--- config.mk ---
export PLATFORM = sky130hd
export DESIGN_NAME = pipe_stage_skid
export DESIGN_NICKNAME = d
export VERILOG_FILES = /design/src/rtl/pipe_pkg.sv /design/src/rtl/pipe_stage_entry.sv /design/src/rtl/pipe_stage_skid.sv
export SDC_FILE = /design/constraint.sdc
export NUM_CORES = 1
export LEC_CHECK = 0
export CORE_ASPECT_RATIO = 1.1
export CORE_MARGIN = 2
export CORE_UTILIZATION = 35
export DETAILED_ROUTE_END_ITERATION = 10
export PLACE_DENSITY = 0.58
export SLEW_MARGIN = 30
export SYNTH_ARGS = -nofsm -noshare
export SYNTH_HDL_FRONTEND = slang
export SYNTH_SLANG_ARGS = --single-unit
--- constraint.sdc ---
create_clock -name clk_i -period 4.82 [get_ports clk_i]
set_clock_uncertainty 0.15 [all_clocks]
set_input_delay 0.964 -clock clk_i [delete_from_list [all_inputs] [get_ports clk_i]]
set_output_delay 0.964 -clock clk_i [all_outputs]
set_load 0.02 [all_outputs]
--- src/rtl/pipe_pkg.sv ---
// Shared pipeline-register constants: occupancy encodings and per-stage bundle widths.
package pipe_pkg;

  localparam logic [1:0] OCC_EMPTY = 2'd0;
  localparam logic [1:0] OCC_BUSY  = 2'd1;
  localparam logic [1:0] OCC_FULL  = 2'd2;

  localparam int IF_ID_CTRL_W  = 2;
  localparam int IF_ID_DATA_W  = 64;
  localparam int ID_EX_CTRL_W  = 11;
  localparam int ID_EX_DATA_W  = 103;
  localparam int EX_MEM_CTRL_W = 6;
  localparam int EX_MEM_DATA_W = 101;
  localparam int MEM_WB_CTRL_W = 3;
  localparam int MEM_WB_DATA_W = 69;

  // Upstream may push in the next cycle unless that cycle holds both entries.
  function automatic logic occ_accepts(input logic [1:0] occ);
    return occ != OCC_FULL;
  endfunction

endpackage

--- src/rtl/pipe_stage_entry.sv ---
// One control+data holding register; reset/clear zero it, load captures a new beat.
module pipe_stage_entry #(
  parameter int CTRL_W = 11,
  parameter int DATA_W = 103
) (
  input  logic              clk,
  input  logic              rst,
  input  logic              clr,
  input  logic              load,
  input  logic [CTRL_W-1:0] ctrl_in,
  input  logic [DATA_W-1:0] data_in,
  output logic [CTRL_W-1:0] ctrl,
  output logic [DATA_W-1:0] data
);

  always_ff @(posedge clk) begin
    if (rst || clr) begin
      ctrl <= '0;
      data <= '0;
    end else if (load) begin
      ctrl <= ctrl_in;
      data <= data_in;
    end
  end

endmodule

--- src/rtl/pipe_stage_skid.sv ---
// Skid pipeline register: 1-cycle latency, registered in_ready, 2 entries absorb a stall.
// Optional stall/flush counters when PIPE_STAGE_SKID_STATS_EN is defined.
module pipe_stage_skid
  import pipe_pkg::*;
#(
  parameter int CTRL_W = ID_EX_CTRL_W,
  parameter int DATA_W = ID_EX_DATA_W
`ifdef PIPE_STAGE_SKID_STATS_EN
  ,
  parameter int CNT_W  = 16
`endif
) (
  input  logic              clk_i,
  input  logic              rst_i,
  input  logic              flush_i,
  input  logic              in_valid_i,
  output logic              in_ready_o,
  input  logic [CTRL_W-1:0] in_ctrl_i,
  input  logic [DATA_W-1:0] in_data_i,
  output logic              out_valid_o,
  input  logic              out_ready_i,
  output logic [CTRL_W-1:0] out_ctrl_o,
  output logic [DATA_W-1:0] out_data_o,
`ifdef PIPE_STAGE_SKID_STATS_EN
  output logic [CNT_W-1:0]  stall_cnt_o,
  output logic [CNT_W-1:0]  flush_cnt_o,
`endif
  output logic [1:0]        occupancy_o
);

  logic [1:0]        occ_q;
  logic [1:0]        occ_d;
  logic              in_ready_q;
  logic              in_fire;
  logic              out_fire;
  logic              main_load;
  logic              main_from_skid;
  logic              skid_load;
  logic              skid_drain;
  logic [CTRL_W-1:0] main_ctrl;
  logic [DATA_W-1:0] main_data;
  logic [CTRL_W-1:0] skid_ctrl;
  logic [DATA_W-1:0] skid_data;
  logic [CTRL_W-1:0] main_ctrl_nxt;
  logic [DATA_W-1:0] main_data_nxt;

  assign out_valid_o = (occ_q != OCC_EMPTY);
  assign in_fire     = in_valid_i & in_ready_q;
  assign out_fire    = out_valid_o & out_ready_i;

  always_comb begin
    occ_d          = occ_q;
    main_load      = 1'b0;
    main_from_skid = 1'b0;
    skid_load      = 1'b0;
    skid_drain     = 1'b0;
    if (flush_i) begin
      // Entries are zeroed through the clear inputs; the incoming beat is dropped.
      occ_d = OCC_EMPTY;
    end else begin
      case (occ_q)
        OCC_EMPTY: begin
          if (in_fire) begin
            occ_d     = OCC_BUSY;
            main_load = 1'b1;
          end
        end
        OCC_BUSY: begin
          if (in_fire && out_fire) begin
            main_load = 1'b1;
          end else if (in_fire) begin
            occ_d     = OCC_FULL;
            skid_load = 1'b1;
          end else if (out_fire) begin
            occ_d = OCC_EMPTY;
          end
        end
        OCC_FULL: begin
          if (out_fire) begin
            occ_d          = OCC_BUSY;
            main_load      = 1'b1;
            main_from_skid = 1'b1;
            skid_drain     = 1'b1;
          end
        end
        default: occ_d = OCC_EMPTY;
      endcase
    end
  end

  always_comb begin
    main_ctrl_nxt = in_ctrl_i;
    main_data_nxt = in_data_i;
    if (main_from_skid) begin
      main_ctrl_nxt = skid_ctrl;
      main_data_nxt = skid_data;
    end
  end

  always_ff @(posedge clk_i) begin
    if (rst_i) begin
      occ_q      <= OCC_EMPTY;
      in_ready_q <= 1'b1;
    end else begin
      occ_q      <= occ_d;
      in_ready_q <= occ_accepts(occ_d);
    end
  end

  pipe_stage_entry #(
    .CTRL_W (CTRL_W),
    .DATA_W (DATA_W)
  ) u_main (
    .clk     (clk_i),
    .rst     (rst_i),
    .clr     (flush_i),
    .load    (main_load),
    .ctrl_in (main_ctrl_nxt),
    .data_in (main_data_nxt),
    .ctrl    (main_ctrl),
    .data    (main_data)
  );

  pipe_stage_entry #(
    .CTRL_W (CTRL_W),
    .DATA_W (DATA_W)
  ) u_skid (
    .clk     (clk_i),
    .rst     (rst_i),
    .clr     (flush_i | skid_drain),
    .load    (skid_load),
    .ctrl_in (in_ctrl_i),
    .data_in (in_data_i),
    .ctrl    (skid_ctrl),
    .data    (skid_data)
  );

  // Bubbles must never carry write-enable bits downstream.
  assign out_ctrl_o  = out_valid_o ? main_ctrl : '0;
  assign out_data_o  = main_data;
  assign in_ready_o  = in_ready_q;
  assign occupancy_o = occ_q;

`ifdef PIPE_STAGE_SKID_STATS_EN
  logic [CNT_W-1:0] stall_cnt_q;
  logic [CNT_W-1:0] flush_cnt_q;

  always_ff @(posedge clk_i) begin
    if (rst_i) begin
      stall_cnt_q <= '0;
      flush_cnt_q <= '0;
    end else begin
      if (out_valid_o && !out_ready_i && (stall_cnt_q != {CNT_W{1'b1}}))
        stall_cnt_q <= stall_cnt_q + 1'b1;
      if (flush_i && (flush_cnt_q != {CNT_W{1'b1}}))
        flush_cnt_q <= flush_cnt_q + 1'b1;
    end
  end

  assign stall_cnt_o = stall_cnt_q;
  assign flush_cnt_o = flush_cnt_q;
`endif

endmodule

Word level (Yosys, flattened, before mapping)
Cells that the tools add are included.
{"block": "op_classes", "n_addsub": 0, "div": 0, "mul": 0, "shift": 0, "muxes": 20, "order_cmp": 0, "bitwise_logic": 3, "eq_ne": 3, "n_reduce_logical": 5}
{"cell": "103-bit two-way mux", "count": 1}
{"cell": "11-bit two-way mux", "count": 2}
{"cell": "2-bit two-way mux", "count": 6}
{"cell": "1-bit two-way mux", "count": 9}
{"cell": "2-bit one-hot mux with 3 select lines", "count": 1}
{"cell": "1-bit one-hot mux with 3 select lines", "count": 1}
{"cell": "1-bit bitwise AND", "count": 2}
{"cell": "2-bit by 1-bit == test with 1-bit output, second input constant", "count": 1}
{"cell": "2-bit == test, second input constant", "count": 1}
{"cell": "2-bit logical NOT", "count": 1}
{"cell": "1-bit logical OR", "count": 2}
{"cell": "2-bit inequality test, second input constant", "count": 1}
{"cell": "2-bit nonzero test", "count": 1}
{"cell": "1-bit logical AND", "count": 1}
{"cell": "1-bit bitwise OR", "count": 1}
{"block": "word_totals", "latch_bits": 0, "output_inout_bits": 118, "elab_cells": 37, "regBits": 231, "in_bits": 119, "ramBits": 0, "mem_bits_ro": 0, "memories": 0}

Longest topological paths before layout
{"block": "logic_depth", "word_depth": 8, "depth_mapped": 8}

Modules after synthesis
From an unflattened synthesis, not the netlist that was laid out.
{"block": "hier_totals", "hier_cells": 897, "hier_area_um2": 10099.7}
{"mod": "pipe_stage_entry", "instances": 2, "seq_area_each_um2": 2282.2, "cells_per_inst": 369, "area_each_um2": 4068.9}
{"mod": "pipe_stage_skid", "instances": 1, "seq_area_each_um2": 60.1, "cells_per_inst": 159, "area_each_um2": 1961.9}

Least setup slack after synthesis
Ideal clock, no wire load.
{"block": "synth_timing", "kind": "input to register", "startpoint": "input out_ready_i", "endpoint": "register u_skid.data[100]", "path_slack_ns": 2.456, "cell_stages": 7, "arrival_ns": 2.095, "n_path_buf": 3, "setup_time_ns": 0.119, "cell_sequence": "nand2b_1 > or4_1 > clkbuf_1 > buf_2 > buf_2 > nand2_1 > a21oi_1"}
{"block": "synth_via", "elab_chain_len": 6}
{"element": "start: declaration", "line_no": "pipe_stage_skid.sv:21", "source": "input logic out_ready_i,"}
{"element": "1-bit bitwise AND *", "line_no": "pipe_stage_skid.sv:49", "source": "assign out_fire = out_valid_o & out_ready_i;"}
{"element": "1-bit two-way mux", "line_no": "pipe_stage_skid.sv:79", "source": "if (out_fire) begin"}
{"element": "1-bit two-way mux", "line_no": "pipe_stage_skid.sv:61", "source": "case (occ_q)"}
{"element": "1-bit two-way mux", "line_no": "pipe_stage_skid.sv:57", "source": "if (flush_i) begin"}
{"element": "1-bit bitwise OR", "line_no": "pipe_stage_skid.sv:130", "source": ".clr (flush_i | skid_drain),"}
{"element": "1-bit logical OR", "line_no": "pipe_stage_entry.sv:17", "source": "if (rst || clr) begin"}
{"element": "end signal: assignment", "line_no": "pipe_stage_entry.sv:22", "source": "data <= data_in;"}
{"element": "end: declaration", "line_no": "pipe_stage_entry.sv:13", "source": "output logic [DATA_W-1:0] data"}
Every way passes the cells marked *; elsewhere a longest branch is shown, timed or not.
A chain may end at the register's enable or synchronous reset.

Worst setup path in the final report
{"block": "layout_timing", "startpoint": "register occ_q[1] (netlist: occupancy_o[1])", "endpoint": "output out_ctrl_o[8]"}
{"block": "layout_via", "elab_chain_len": 2}
{"element": "start: declaration", "line_no": "pipe_stage_skid.sv:31", "source": "logic [1:0] occ_q;"}
{"element": "start signal: assignment", "line_no": "pipe_stage_skid.sv:102", "source": "occ_q <= OCC_EMPTY;"}
{"element": "start signal: assignment", "line_no": "pipe_stage_skid.sv:105", "source": "occ_q <= occ_d;"}
{"element": "2-bit nonzero test", "line_no": "pipe_stage_skid.sv:47", "source": "assign out_valid_o = (occ_q != OCC_EMPTY);"}
{"element": "11-bit two-way mux", "line_no": "pipe_stage_skid.sv:139", "source": "assign out_ctrl_o = out_valid_o ? main_ctrl : '0;"}
{"element": "end: declaration", "line_no": "pipe_stage_skid.sv:22", "source": "output logic [CTRL_W-1:0] out_ctrl_o,"}
No other way between the ends.

==> flow_summary.json <==
{
  "run_status": "finished clean",
  "grt_pass1_vias": 7861,
  "critical_path.startpoint": "occupancy_o[1]",
  "syn_nets": 1171,
  "hold_class": "reg -> reg",
  "fin_nets": 1350,
  "route.vias.total": 8129,
  "ios": 237,
  "viasPerCell": 5.058,
  "num_rows": 63,
  "grt.overflow.total": 0,
  "root_buffer": "clkbuf_16",
  "die_y_um": 177.9,
  "synth.area.top_cells": "dfxtp_1 48%, a211oi_2 15%, nand2_1 9.0%",
  "post-dp-hpwl_mm": 16.48,
  "hold_slack_ns": 0.3043,
  "critical-path-max-stage-delay_ns": 0.65,
  "crit_chain": "nor2_1, buf_4, nor2b_1, clkdlybuf4s50_1",
  "cts.repair.resized": 0,
  "htree_levels": 1,
  "path_class": "reg -> out",
  "syn_area_per_cell_um2": 9.151,
  "fin_crit_sh_pct": 69.85,
  "crit_fanout": 12,
  "placeableCoreArea_um2": 27040,
  "antenna_found_initial": 0,
  "syn_area_um2": 9627,
  "wire_per_inst_um": 16.80,
  "synth.distinct_cells": 25,
  "drt_pre_antenna_iters": 5,
  "syn_inst": 1052,
  "final_antenna_net_count": 0,
  "grt_pass1_wl_mm": 42.78,
  "clkTransAtPathRegs_ns": 0.06,
  "grt_usage_pct": 18.13,
  "cts_buffer_depth": 3,
  "crit_slowest_cell": "clkdlybuf4s50_1",
  "fin_setup_tns_ns": 0,
  "worstPathRequired_ns": 3.71,
  "maxSlewViolCount": 0,
  "drt-initial-drc-count": 429,
  "antenna_cells": 0,
  "fin_crit_ns": 3.367,
  "arrival_ns": 2.25,
  "rsz0062_at_grt": "no",
  "reg2regPathDepth": 5,
  "utilization_pct": 47.69,
  "worstMarginPinSlew_ns": 0.8480,
  "drc": 0,
  "p_leak_uw": 0.004472,
  "ys_ff_latch": 231,
  "die_width_um": 162.1,
  "wl_mm": 27.01,
  "hold_viol_final": 0,
  "nFillCells": 2524,
  "numCtsBuffers": 26,
  "r2r_end": "u_main.data[3]",
  "initial_core_util_pct": 35.61,
  "yosysWarnings": 0,
  "p_per_area_nw_per_um2": 350.6,
  "setup_viol_count_final": 0,
  "reg2reg_from": "occupancy_o[1]",
  "yosys.area.top_type": "dfxtp_1",
  "grt_max_degree": 79,
  "area_growth_pct": 33.94,
  "critPathCapture": "out_ctrl_o[8]",
  "yosysTopAreaCellShare_pct": 48.04,
  "insertion_delay_ns": 0.52,
  "ys_seq_area_share_pct": 48.04,
  "maxCapViolCount": 0,
  "cts_sinks": 231,
  "cts_setup_buffers": 0,
  "drive_gt1_share_pct": 14.96,
  "slew_headroom_pct": 43.46,
  "dieArea_um2": 28850,
  "max_freq_mhz": 297.0,
  "endpoint_kind": "output port",
  "rrSetupSlack_ns": 2.09,
  "crit_path_start_kind": "register",
  "hold_buffers": 0,
  "portBuffers": 236,
  "cts_tree": "done",
  "place.gp.congestion": 0.7159,
  "peakVddDrop_mv": 0.1828
}
==> cells in the mapped netlist (all sizes together) <==
library cell,number
nand2b,3
a21oi,115
and4b,1
buf,73
a211oi,115
nor4,1
nor2,119
inv,1
clkbuf,30
nor2b,11
nand2,230
and2,1
or2,2
dfxtp,231
or4,1
o21bai,1
a22oi,114
and3b,1
a211o,2
==> state kept, by name, summed over array words and instances (netlist names) <==
register and count:
in_ready_o 1, u_skid.ctrl 11, u_skid.data 103, u_main.ctrl 11, occupancy_o 2, u_main.data 103
==> worst min-delay path by stage <==
stage,startpoint,slack (ns),cells past startpoint,to
2_1_floorplan,u_skid.ctrl[0],0.28,2,u_skid.ctrl[0]
3_3_place_gp,u_skid.data[72],0.29,2,u_skid.data[72]
3_5_place_dp,u_skid.data[22],0.30,2,u_skid.data[22]
4_1_cts,u_skid.data[22],0.31,2,u_skid.data[22]
5_1_grt,u_skid.data[85],0.32,2,u_skid.data[85]
6_report,u_skid.data[57],0.30,2,u_skid.data[57]
==> per-stage QoR <==
stage          worst slack (ns)  area [um^2]  total power, uW  cells
2_1_floorplan             2.456         9627             2375   1052
4_1_cts                   1.461        12890             4581   1607
3_3_place_gp              1.119        12040             2630   1560
3_5_place_dp              1.059        12050             2632   1560
6_report                  1.453        12890             4521   1607
5_1_grt                   1.354        12890             4704   1607
==> layout by cell type (no fill, tap or decap), drive strengths merged <==
cell type      Yosys  routed
o21bai             1       1
clkbuf            30      45
nor2             119     119
nand2b             3       3
nand2            230     230
nor4               1       1
and3b              1       1
or4                1       1
and4b              1       1
dfxtp            231     231
nor2b             11      11
buf               73      18
a21oi            115     115
clkinv             0       2
and2               1       1
clkdlybuf4s50      0     236
or2                2       2
inv                1       1
a22oi            114     114
a211oi           115     115
a211o              2       2
==> worst max-delay path, delay by kind of cell, from the launching register on <==
kind	cells	cell delay, ns
flip-flops	1	0.53
AND/OR/NAND/NOR	2	0.35
buffers and inverters	2	0.87
==> layout make-up <==
class | instances | area (um^2) | share of cell area (%)
clock buffer | 45 | 833.3 | 6.463
clock inverter | 2 | 10.01 | 0.07763
inverter | 1 | 3.754 | 0.02911
multi-input combinational | 717 | 4433 | 34.38
sequential | 231 | 4624 | 35.87
tap | 357 | 446.7 | 3.464
timing repair buffer | 254 | 2542 | 19.72
==> layer usage <==
layer	global-route usage (%)	wire length (um)
met5	0	0
met4	3.466	318
met3	4.814	2110
met2	28.60	11990
met1	25.09	12590
==> where the power goes <==
part	total [uW]	switching, uW	leakage [uW]	internal [uW]
Clock	1930	772	0.000416	1160
Sequential	2000	33.2	0.00188	1970
Combinational	588	320	0.00218	268
Total	4520	1130	0.00447	3400
==> cells by family (layout without fill, tap and decap cells) <==
| group | count (synthesis) | in the layout | synth area share (%) |
|---|---|---|---|
| buf+inv | 104 | 302 | 6.213 |
| compound gates | 347 | 347 | 30.63 |
| flops | 231 | 231 | 48.04 |
| simple gates | 370 | 370 | 15.12 |
No activity file was read; power rests on OpenSTA's default activity.
